===== src/rtl/cpu_types_pkg.sv =====
// cpu_types_pkg: shared CPU/RAM types, plus the arbiter state encoding.
`default_nettype none

package cpu_types_pkg;

    typedef logic [31:0] word_t;

    typedef enum logic [1:0] {
        FREE   = 2'd0,
        BUSY   = 2'd1,
        ACCESS = 2'd2,
        ERROR  = 2'd3
    } ramstate_t;

    typedef enum logic {
        IDLE = 1'b0,
        OWN  = 1'b1
    } arb_state_t;

endpackage

`default_nettype wire


===== src/rtl/ram_arbiter_rr_picker.sv =====
// rr_picker: combinational round-robin priority encoder, first active index at or after ptr.
`default_nettype none

module rr_picker #(
    parameter int NREQ = 2,
    parameter int IW   = (NREQ > 1) ? $clog2(NREQ) : 1
) (
    input  logic [NREQ-1:0] active,
    input  logic [IW-1:0]   ptr,
    output logic [IW-1:0]   grant,
    output logic            valid
);

    logic [2*NREQ-1:0] doubled;
    logic [2*NREQ-1:0] rotated;
    logic [IW:0]       sum;

    assign doubled = {active, active};
    assign rotated = doubled >> ptr;

    // Scan from the far end so the nearest active slot after ptr is the last writer.
    always_comb begin
        grant = '0;
        valid = 1'b0;
        sum   = '0;
        for (int k = NREQ - 1; k >= 0; k--) begin
            if (rotated[k]) begin
                sum = {1'b0, ptr} + (IW + 1)'(k);
                if (sum >= (IW + 1)'(NREQ)) begin
                    sum = sum - (IW + 1)'(NREQ);
                end
                grant = sum[IW-1:0];
                valid = 1'b1;
            end
        end
    end

endmodule

`default_nettype wire


===== src/rtl/ram_arbiter.sv =====
// ram_arbiter: round-robin arbiter locking one requester onto the RAM port until ACCESS.
`default_nettype none

module ram_arbiter
    import cpu_types_pkg::*;
#(
    parameter int NREQ = 2
) (
    input  logic                CLK,
    input  logic                nRST,
    input  logic [NREQ-1:0]     req_ren,
    input  logic [NREQ-1:0]     req_wen,
    input  word_t [NREQ-1:0]    req_addr,
    input  word_t [NREQ-1:0]    req_store,
    output logic [NREQ-1:0]     req_wait,
    output word_t               req_load,
    output logic                memREN,
    output logic                memWEN,
    output word_t               memaddr,
    output word_t               memstore,
    input  word_t               ramload,
    input  ramstate_t           ramstate
);

    localparam int IW = (NREQ > 1) ? $clog2(NREQ) : 1;

    arb_state_t    state;
    logic [IW-1:0] owner;
    logic [IW-1:0] rr_ptr;
    logic [IW-1:0] next_ptr;
    logic [IW-1:0] pick_idx;
    logic          pick_valid;
    logic [NREQ-1:0] active;

    assign active   = req_ren | req_wen;
    assign req_load = ramload;
    assign next_ptr = (owner == IW'(NREQ - 1)) ? '0 : owner + 1'b1;

    rr_picker #(
        .NREQ (NREQ),
        .IW   (IW)
    ) u_picker (
        .active (active),
        .ptr    (rr_ptr),
        .grant  (pick_idx),
        .valid  (pick_valid)
    );

    always_ff @(posedge CLK or negedge nRST) begin
        if (!nRST) begin
            state  <= IDLE;
            owner  <= '0;
            rr_ptr <= '0;
        end else begin
            case (state)
                IDLE: begin
                    if (pick_valid) begin
                        owner <= pick_idx;
                        state <= OWN;
                    end
                end
                OWN: begin
                    // Only a completed access moves the pointer; an abort leaves it alone.
                    if (ramstate == ACCESS) begin
                        state  <= IDLE;
                        rr_ptr <= next_ptr;
                    end else if (!active[owner]) begin
                        state <= IDLE;
                    end
                end
                default: state <= IDLE;
            endcase
        end
    end

    always_comb begin
        memREN   = 1'b0;
        memWEN   = 1'b0;
        memaddr  = '0;
        memstore = '0;
        if (state == OWN) begin
            memWEN   = req_wen[owner];
            memREN   = req_ren[owner] & ~req_wen[owner];
            memaddr  = req_addr[owner];
            memstore = req_store[owner];
        end
    end

    always_comb begin
        req_wait = '0;
        for (int i = 0; i < NREQ; i++) begin
            req_wait[i] = active[i] &
                          ~((state == OWN) && (owner == IW'(i)) && (ramstate == ACCESS));
        end
    end

endmodule

`default_nettype wire


===== config.mk =====
export PLATFORM = sky130hd
export DESIGN_NAME = ram_arbiter
export DESIGN_NICKNAME = d
export VERILOG_FILES = /design/src/rtl/cpu_types_pkg.sv /design/src/rtl/ram_arbiter_rr_picker.sv /design/src/rtl/ram_arbiter.sv
export SDC_FILE = /design/constraint.sdc
export NUM_CORES = 1
export LEC_CHECK = 0
export CAP_MARGIN = 20
export CORE_AREA = 3 3 103 105
export DETAILED_ROUTE_END_ITERATION = 7
export DIE_AREA = 0 0 106 108
export MAX_ROUTING_LAYER = met4
export PLACE_DENSITY_LB_ADDON = 0.05
export SYNTH_ARGS = -nofsm -noshare
export SYNTH_HDL_FRONTEND = slang
export SYNTH_SLANG_ARGS = --single-unit

===== constraint.sdc =====
create_clock -name CLK -period 1.2 [get_ports CLK]
set_input_delay 0.12 -clock CLK [delete_from_list [all_inputs] [get_ports CLK]]
set_output_delay 0.12 -clock CLK [all_outputs]
set_load 0.02 [all_outputs]

# Word level (Yosys, flattened, before mapping)
# Index checks and enable logic that the tools add are counted.
# op_classes
div,0
order_cmp,3
reduce_logical,6
bitwise_logic,9
n_mux,25
add_sub_neg,4
mul,0
n_eq_ne,1
shifts,1
# op_table
op,count
$mux 32,6
$mux 1,18
$not 1->1,5
$logic_and 1x1->1,4
$reduce_and 2->1,2
$shr 4x1->2,1
$and 1x1->1,3
$add 1x1->2 const B,1
$eq 2x2->1 const B,1
$ge 1x2->1 const B,1
$ge 2x2->1 const B,1
$lt 1x2->1 const B,1
$or 2x2->2,1
$pmux 1 s2,1
$sub 1x1->1 const B,2
$add 1x1->1 const B,1
# totals
input_bits,168
mem_count,0
latchBits,0
out_inout_bits,100
register_bits,3
mem_bits_rw,0
word_cells,52
mem_bits_ro,0

# Depth between registers and ports, before layout
# Gate-level depths: netlist (run 1).
# logic_depth
word_depth,6
depth_mapped,4
depth_no_buf,2

# Modules after synthesis
# A second synthesis (run 1) with hierarchy kept.
# hier_totals
hier_cells,201
area_unflattened_um2,1440.1
# modules_own_cells
module,area_per_inst_um2,seq_area_each_um2,n_inst,cells_per_inst
ram_arbiter,1422.6,75.1,1,198
rr_picker,17.5,0.0,1,3

# Worst setup path before layout (run 1)
# Ideal clock, no wire load.
# synth_path
kind,flip-flop to output port
start,register owner
end,output memREN
path_stages_with_launch,4
slack_ns,-0.129
t_arrival_ns,1.209
required_ns,1.080
path_buffers,1
path_cell_list,dfrtp_1 > buf_6 > or3b_1 > a21boi_1
# synth_between
elab_chain_cells,5
elab_cells_between_ends,7
cone_classes,mux: 5; bitwise: 2
# synth_rtl
element,line,text
start: declaration,ram_arbiter.sv:28,logic [IW-1:0] owner;
start signal: assignment,ram_arbiter.sv:58,owner <= pick_idx;
$mux 1 (not written as such) (2 in series),ram_arbiter.sv:83,memREN = req_ren[owner] & ~req_wen[owner];
$not 1->1,ram_arbiter.sv:83,
$and 1x1->1 *,ram_arbiter.sv:83,
$mux 1 *,ram_arbiter.sv:81,if (state == OWN) begin
end: declaration,ram_arbiter.sv:17,"output logic memREN,"
# Mark *: on every way between the ends. The rest lies on a longest branch, timed or not. The select of a mux whose other input is x is not followed.

# Worst setup path in the final report (run 1)
# Ends and elaborated chain as after synthesis.

==> metrics.md, run 1 <==
| Metric | Value |
|---|---|
| Status | complete, but fails checks |
| Failing checks | negative setup slack |
| TritonCTS clock tree | done |
| Global-route wire length before repair | 10.78 mm |
| Synth warn | 0 |
| Synthesis-to-layout area growth | 161.8% |
| Class of the worst hold path | input pin to asynchronous set/reset pin |
| Placeable Area | around 9700 um^2 |
| Vias per Instance | between 3 and 4 |
| Post-synthesis simple-gate area fraction | just under 30% |
| Combinational power share | slightly above 90% |
| GPL Wtd Cong | between 0.7 and 0.8 |
| Final max-slew violation count | 0 |
| Max-cap viol count | 0 |
| Antenna violations before repair | 0 |
| Largest net degree at the start of global routing | 32 |
| Slew Limit Headroom | roughly 77% |
| Xor/xnor cell area share of the yosys netlist | 0% |
| RSZ-0062 raised after global routing | yes |
| Clk sinks | 3 |
| Power share of the clock group | 3.8% |
| P_leak | ~1.9 nW |
| Net Switching | between 0.003 and 0.004 W |
| Die Area | about 11,000 um^2 |
| Post-synthesis mux area share | around 41% |
| Setup tns final | -22.36 ns |
| Residual DRC | 0 |
| Max VDD drop | roughly 0.7 mV |
| Post-route minimum period | between 1.5 and 2 ns |
| Reg clk slew, reported paths | ~0.030 ns |
| Compound-Gate Fraction of Synth Area | roughly 2.8% |
| Post-DR wirelength/cell | 14.25 um |
| Drt first-iter violations | 23 |
| # rows | 36 |
| Vias post-DR | 2,107 |
| DR pass1 iterations | 3 |
| DPL Wire Length | around 5.9 mm |
| Mapped cell area | ~1600 um^2 |
| Clock Tree Root | clkbuf_8 |
| Sequential element share of the synthesized area | 4.706% |
| Register-to-Register Setup Slack | -0.34 ns |
| Post-synth cell types | 22 |
| Startpoint Class | flop |
| Synth top area share | about two fifths |
| Synthesized netlist cell count | 197 |
| Avg Cell Area, Syn | about 8.1 um^2 |
| Die Y | ~110 um |
| PwrDens | 1855 nW/um^2 |
| Layout Skew | ~0.00014 ns |
| Leading area contributor after synthesis | mux2i_1 |
| CP Max Fanout | 7 |
| Nets | around 570 |
| Worst setup EP type | primary output |
| Adder-cell area share of the yosys netlist | 0% |
| # diodes | 0 |
| Post-synth EDFFs | 0 |
| Layout cells sized above 1 | between 40 and 50% |
| Slew @ Worst Pin | 0.3380 ns |
| Setup WS post-layout | -0.4240 ns |
| Critical path class | flop to primary output |
| Cts bufs inserted | 3 |
| Gr usage total | approximately an eighth |
| Final Hold Fails | 0 |
| Top post-synthesis cells by area | mux2i_1 41%, nor2b_1 25%, buf_4 18% |
| Post-DRT Antenna Nets | 0 |
| Die W | roughly 110 um |
| Fillers | 1,006 |
| Tcrit/Tclk final | 135.3% |
| Ports | between 200 and 300 |
| Worst-skew pair later-pin latency | 0.21 ns |
| Fmax | between 600 and 700 MHz |
| Sequential share of power | under 10% |
| H-tree depth | 1 |
| Worst path required time | ~1.1 ns |
| Total grt overflow | 0 |
| FF+latch count, synth | 3 |
| Worst r2r path cells | 5 |
| Largest family of logic cells by synthesized area | multiplexers |
| Net Sw Frac | 41.72% |
| Initial Utilization | 16.40% |
| Number of global-route vias before repair | approximately 2,200 |
| Syn nets | about 370 |
| WHS | roughly 0.092 ns |
| Clock Tree Buf Depth | 2 |
| Async set-reset flop share out of synthesis | 100.0% |
| Routed WL | about 7.5 mm |
| RR Startpoint | owner |
| Ys flop type | dfrtp_1 |
| Port Buffer Count | about 200 |
| Final setup vio count | 70 |
| P_int | about 0.0045 W |
| RR Endpoint | state |
| WP data arrival | about 1.5 ns |
layout make-up:
cell class | count | area (um^2) | share of cell area (%)
clock buffer | 4 | 45.04 | 1.078
tap | 133 | 166.4 | 3.984
timing repair buffer | 242 | 2451 | 58.69
sequential | 3 | 80.08 | 1.917
inverter | 1 | 3.754 | 0.08987
multi-input combinational | 146 | 1430 | 34.24
placed cells by master, fill, tap and decap left out:
cell	instances
o21ba_2	1
o21a_1	1
buf_2	6
a21boi_4	1
clkbuf_2	1
clkdlybuf4s50_1	135
nor4_1	1
buf_4	37
o32a_1	1
and3b_2	1
buf_12	5
dfrtp_1	1
mux2_2	1
nor4bb_4	1
a21oi_4	1
nor4_2	1
nor2_1	2
nand3b_1	1
nor2b_2	60
clkbuf_8	3
mux2i_4	1
or3b_1	1
nor4b_1	1
nor2b_1	5
mux2i_1	53
clkbuf_1	1
dfrtp_2	1
buf_6	55
inv_2	1
clkbuf_16	1
dfrtp_4	1
buf_8	1
buf_16	1
mux2i_2	11
a21oi_2	1
layer usage:
metal	global-route usage, %	vias up	part of all wire (%)
met5	-	-	0
met4	4.163	0	1.2
met3	3.761	10	11
met2	21.99	129	53
met1	12.35	939	35
li1	-	1029	-
cells by family (layout without fill, tap and decap cells):
| kind of cell | Yosys count | count (layout) |
|---|---|---|
| simple gates | 74 | 74 |
| compound gates | 6 | 6 |
| buf+inv | 48 | 247 |
| mux | 66 | 66 |
| flops | 3 | 3 |
power groups by stage:
| stage | logic (W) | clock network [W] | registers (W) |
|---|---|---|---|
| after floorplan | 0.00371 | 0 | 0.000172 |
| after global placement | 0.00586 | 0 | 0.000218 |
| after detailed placement | 0.00585 | 0 | 0.000221 |
| after CTS | 0.00645 | 0.000300 | 0.000254 |
| after global routing | 0.00765 | 0.000311 | 0.000272 |
| final | 0.00719 | 0.000291 | 0.000265 |
cell usage after synthesis (2+ instances only):
library cell	instances
nor2b_1	65
mux2i_1	65
nor2_1	2
clkbuf_1	3
a21oi_1	2
buf_2	3
nor4_1	2
buf_4	38
buf_6	2
dfrtp_1	3
what timing repair did:
action,in CTS,in global routing
gates cloned,1,2
resized for setup,352,70
buffers inserted,11,13
pin swaps,1,2
endpoints found under the setup margin,70,70
hold buffers,0,0
stage by stage:
step | instances | utilization (%) | area [um^2] | worst slack, ns | power [W]
2_1_floorplan | 197 | - | 1757 | -0.01527 | 0.003878
3_3_place_gp | 498 | 38.27 | 3724 | -0.6612 | 0.006082
3_5_place_dp | 498 | 38.27 | 3724 | -0.6505 | 0.006073
4_1_cts | 514 | 40.33 | 3924 | -0.4785 | 0.006999
5_1_grt | 529 | 42.93 | 4177 | -0.4577 | 0.008238
6_report | 529 | 42.93 | 4177 | -0.4240 | 0.007745
flip-flops by register name, indices dropped and copies added (netlist names):
name	flops
owner	1
state	1
rr_ptr	1
worst max-delay path, cell delays in order, from the launching register on:
cell	delay (ns)
dfrtp_4	0.55
or3b_1	0.44
a21boi_4	0.13
buf_2	0.17
worst max path at each step:
| stage | from | end |
|---|---|---|
| finish | owner | memREN |
| global route | owner | memaddr[10] |
| detailed placement | req_ren[0] | memREN |
| CTS | owner | memaddr[21] |
| floorplan | owner | memREN |
| global placement | req_ren[0] | memREN |
Power figures use the tool's default switching activity.
==> run 2, diff against run 1 <==
==> constraint.sdc (replaced) <==
create_clock -name CLK -period 1.2 [get_ports CLK]
set_input_delay 0.12 -clock CLK [delete_from_list [all_inputs] [get_ports CLK]]
set_output_delay 0.12 -clock CLK [all_outputs]
set_load 0.1 [all_outputs]
==> run 2 against run 1 <==
- register-to-register slack improved by 0.27 ns
- utilization increased by 8.5 points
- highest routed layer unchanged
- non-clock buffer count decreased by 26
- critical endpoint is now memstore[12]
- largest power group unchanged
- wire length increased by 7.9%
- the flow still finishes with violations (negative setup slack)
==> metrics.md, run 2 (same netlist as run 1, synthesis figures left out) <==
| Metric | Value |
|---|---|
| Number of global-route vias before repair | 2,270 (was 2,159) |
| Residual DRC | 0 (unchanged) |
| Worst path required time | 1.08 ns (about the same) |
| Post-DRT Antenna Nets | 0 (unchanged) |
| Layout Skew | 0.001861 ns (was 0.0001414 ns) |
| Most common cell after layout, fill and taps aside | clkdlybuf4s50_1 (unchanged) |
| Port Buffer Count | 203 (unchanged) |
| Setup WS post-layout | -0.4622 ns (was -0.4240 ns) |
| Vias per Instance | 4.087 (was 3.983) |
| Tcrit/Tclk final | 138.5% (was 135.3%) |
| Final max-slew violation count | 0 (unchanged) |
| Slowest CP cell | dfrtp_4 (unchanged) |
| Slew @ Worst Pin | 0.2553 ns (was 0.3380 ns) |
| Routed WL | 8.132 mm (was 7.539 mm) |
| RR Startpoint | owner (unchanged) |
| Status | complete, but fails checks (unchanged) |
| Post-route minimum period | 1.662 ns (was 1.624 ns) |
| Cts bufs inserted | 3 (unchanged) |
| Slew Limit Headroom | 82.50% (was 77.15%) |
| Worst-skew pair later-pin latency | 0.21 ns (about the same) |
| Initial Utilization | 16.40% (unchanged) |
| Clk sinks | 3 (unchanged) |
| Nets | 539 (was 565) |
| Clock Tree Buf Depth | 2 (unchanged) |
| # rows | 36 (unchanged) |
| CP cell instances | buf_12 -> clkbuf_16 -> mux2i_2 -> nor2b_4 -> buf_12 (was or3b_1 -> a21boi_4 -> buf_2) |
| DPL Wire Length | 6.701 mm (was 5.901 mm) |
| Gr usage total | 13.38% (was 12.08%) |
| Global-route met2 utilization | 25.77% (was 21.99%) |
| Met1 usage | 12.99% (was 12.35%) |
| Tot Pwr | 0.01499 W (was 0.007745 W) |
| GPL Wtd Cong | 0.7052 (was 0.7252) |
| Total grt overflow | 0 (unchanged) |
| TritonCTS clock tree | done (unchanged) |
| H-tree depth | 1 (unchanged) |
| WP data arrival | 1.54 ns (was 1.50 ns) |
| RR Endpoint | rr_ptr (was state) |
| Synthesis-to-layout area growth | 213.4% (was 161.8%) |
| M3 GR Usage | 5.194% (was 3.761%) |
| Die W | 106 um (unchanged) |
| Register-to-Register Setup Slack | -0.07 ns (was -0.34 ns) |
| Antenna violations before repair | 0 (unchanged) |
| Vias post-DR | 2,056 (was 2,107) |
| Startpoint Class | flop (unchanged) |
| Top Usage Layer GRT | met2 (unchanged) |
| Critical path origin | owner (unchanged) |
| Max VDD drop | 1.314 mV (was 0.7190 mV) |
| Die Y | 108 um (unchanged) |
| Most frequent cells in the layout | 135 x clkdlybuf4s50_1, 72 x buf_12, 50 x nor2b_4 (was 135 x clkdlybuf4s50_1, 60 x nor2b_2, 55 x buf_6) |
| PwrDens | 2997 nW/um^2 (was 1855 nW/um^2) |
| Failing checks | negative setup slack (unchanged) |
| # diodes | 0 (unchanged) |
| Layout cells sized above 1 | 54.86% (was 48.74%) |
| RSZ-0062 raised after global routing | yes (unchanged) |
| Drt first-iter violations | 58 (was 23) |
| Largest registers | owner: 1 flops, rr_ptr: 1 flops, state: 1 flops (unchanged) |
| Clock Tree Root | clkbuf_8 (unchanged) |
| Max-cap viol count | 0 (unchanged) |
| Crit-path most repeated cell | buf_12 |
| Die Area | 11,450 um^2 (unchanged) |
| Reg clk slew, reported paths | 0.03 ns (about the same) |
| Post-DR wirelength/cell | 16.17 um (was 14.25 um) |
| CP Max Fanout | 8 (was 7) |
| Global-route wire length before repair | 11.96 mm (was 10.78 mm) |
| P_leak | 2.162 nW (was 1.880 nW) |
| Max stage delay on crit path | 0.53 ns (was 0.55 ns) |
| WHS | 0.08780 ns (was 0.09216 ns) |
| Placeable Area | 9729 um^2 (unchanged) |
| Worst r2r path cells | 5 (unchanged) |
| Critical path class | flop to primary output (unchanged) |
| Final setup vio count | 70 (unchanged) |
| CTS Hold Bufs | 0 (unchanged) |
| Final Hold Fails | 0 (unchanged) |
| DR pass1 iterations | 4 (was 3) |
| Ports | 268 (unchanged) |
| Largest net degree at the start of global routing | 37 (was 32) |
| Class of the worst hold path | input pin to asynchronous set/reset pin (unchanged) |
| Worst setup EP type | primary output (unchanged) |
| Fmax | 601.6 MHz (was 615.8 MHz) |
==> run 2: cell count changes in the layout (fill, tap and decap cells not counted), sizes merged <==
| cell | delta |
|---|---|
| clkbuf | -1 |
| buf | -25 |
==> run 2: layout make-up <==
type,instances,area (um^2)
inverters,1,6.256
multi-input cells,146,1800
fillers,885,4730
flip-flops and latches,3,80.08
well taps,133,166.4
repair buffers,216,2902
clock buffers,4,45.04
==> run 2: worst max-delay path: cells and delay by family (launching register included) <==
| family | cells | cell delay, ns |
|---|---|---|
| muxes | 1 | 0.16 |
| and+or+nand+nor | 1 | 0.13 |
| DFF | 1 | 0.53 |
| buffers and inverters | 3 | 0.49 |
==> run 2: repair_timing <==
action / in CTS / in global routing
gates resized for setup: 36 / 14
hold endpoints to repair: 0 / 0
setup endpoints to repair: 69 / 70
gates cloned: 0 / 1
pin swaps: 2 / 2
setup buffers: 0 / 2
==> run 2: how the worst max path moves through the flow <==
stage                               to  slack (ns)
after CTS                 memstore[27]       -0.45
after floorplan                 memREN       -0.65
after detailed placement        memREN       -0.29
final                     memstore[12]       -0.46
after global routing       memaddr[11]       -0.51
after global placement          memREN       -0.25
==> run 2: layer usage <==
| layer | vias up | part of all wire [%] |
|---|---|---|
| li1 | 978 | - |
| met1 | 944 | 34 |
| met3 | 10 | 11 |
| met5 | - | 0 |
| met2 | 124 | 55 |
| met4 | 0 | 0.65 |
==> run 2: stage by stage <==
stage          setup WS, ns  setup TNS, ns  utilization [%]  area [um^2]  instances
3_3_place_gp        -0.2521         -11.34            48.41         4710        496
5_1_grt             -0.5111         -32.32            51.39         5000        503
6_report            -0.4622         -28.63            51.39         5000        503
2_1_floorplan       -0.6480         -20.50                -         2056        197
4_1_cts             -0.4544         -28.13            50.28         4892        500
3_5_place_dp        -0.2854         -11.82            48.41         4710        496
==> run 2: report_power, final <==
group          leakage (nW)  total (W)  switching, W  internal, W
sequential           0.0325   0.000250     0.0000894     0.000161
clock                0.0228   0.000289     0.0000627     0.000226
combinational          2.11     0.0144       0.00855      0.00590
total                  2.16     0.0150       0.00870      0.00629
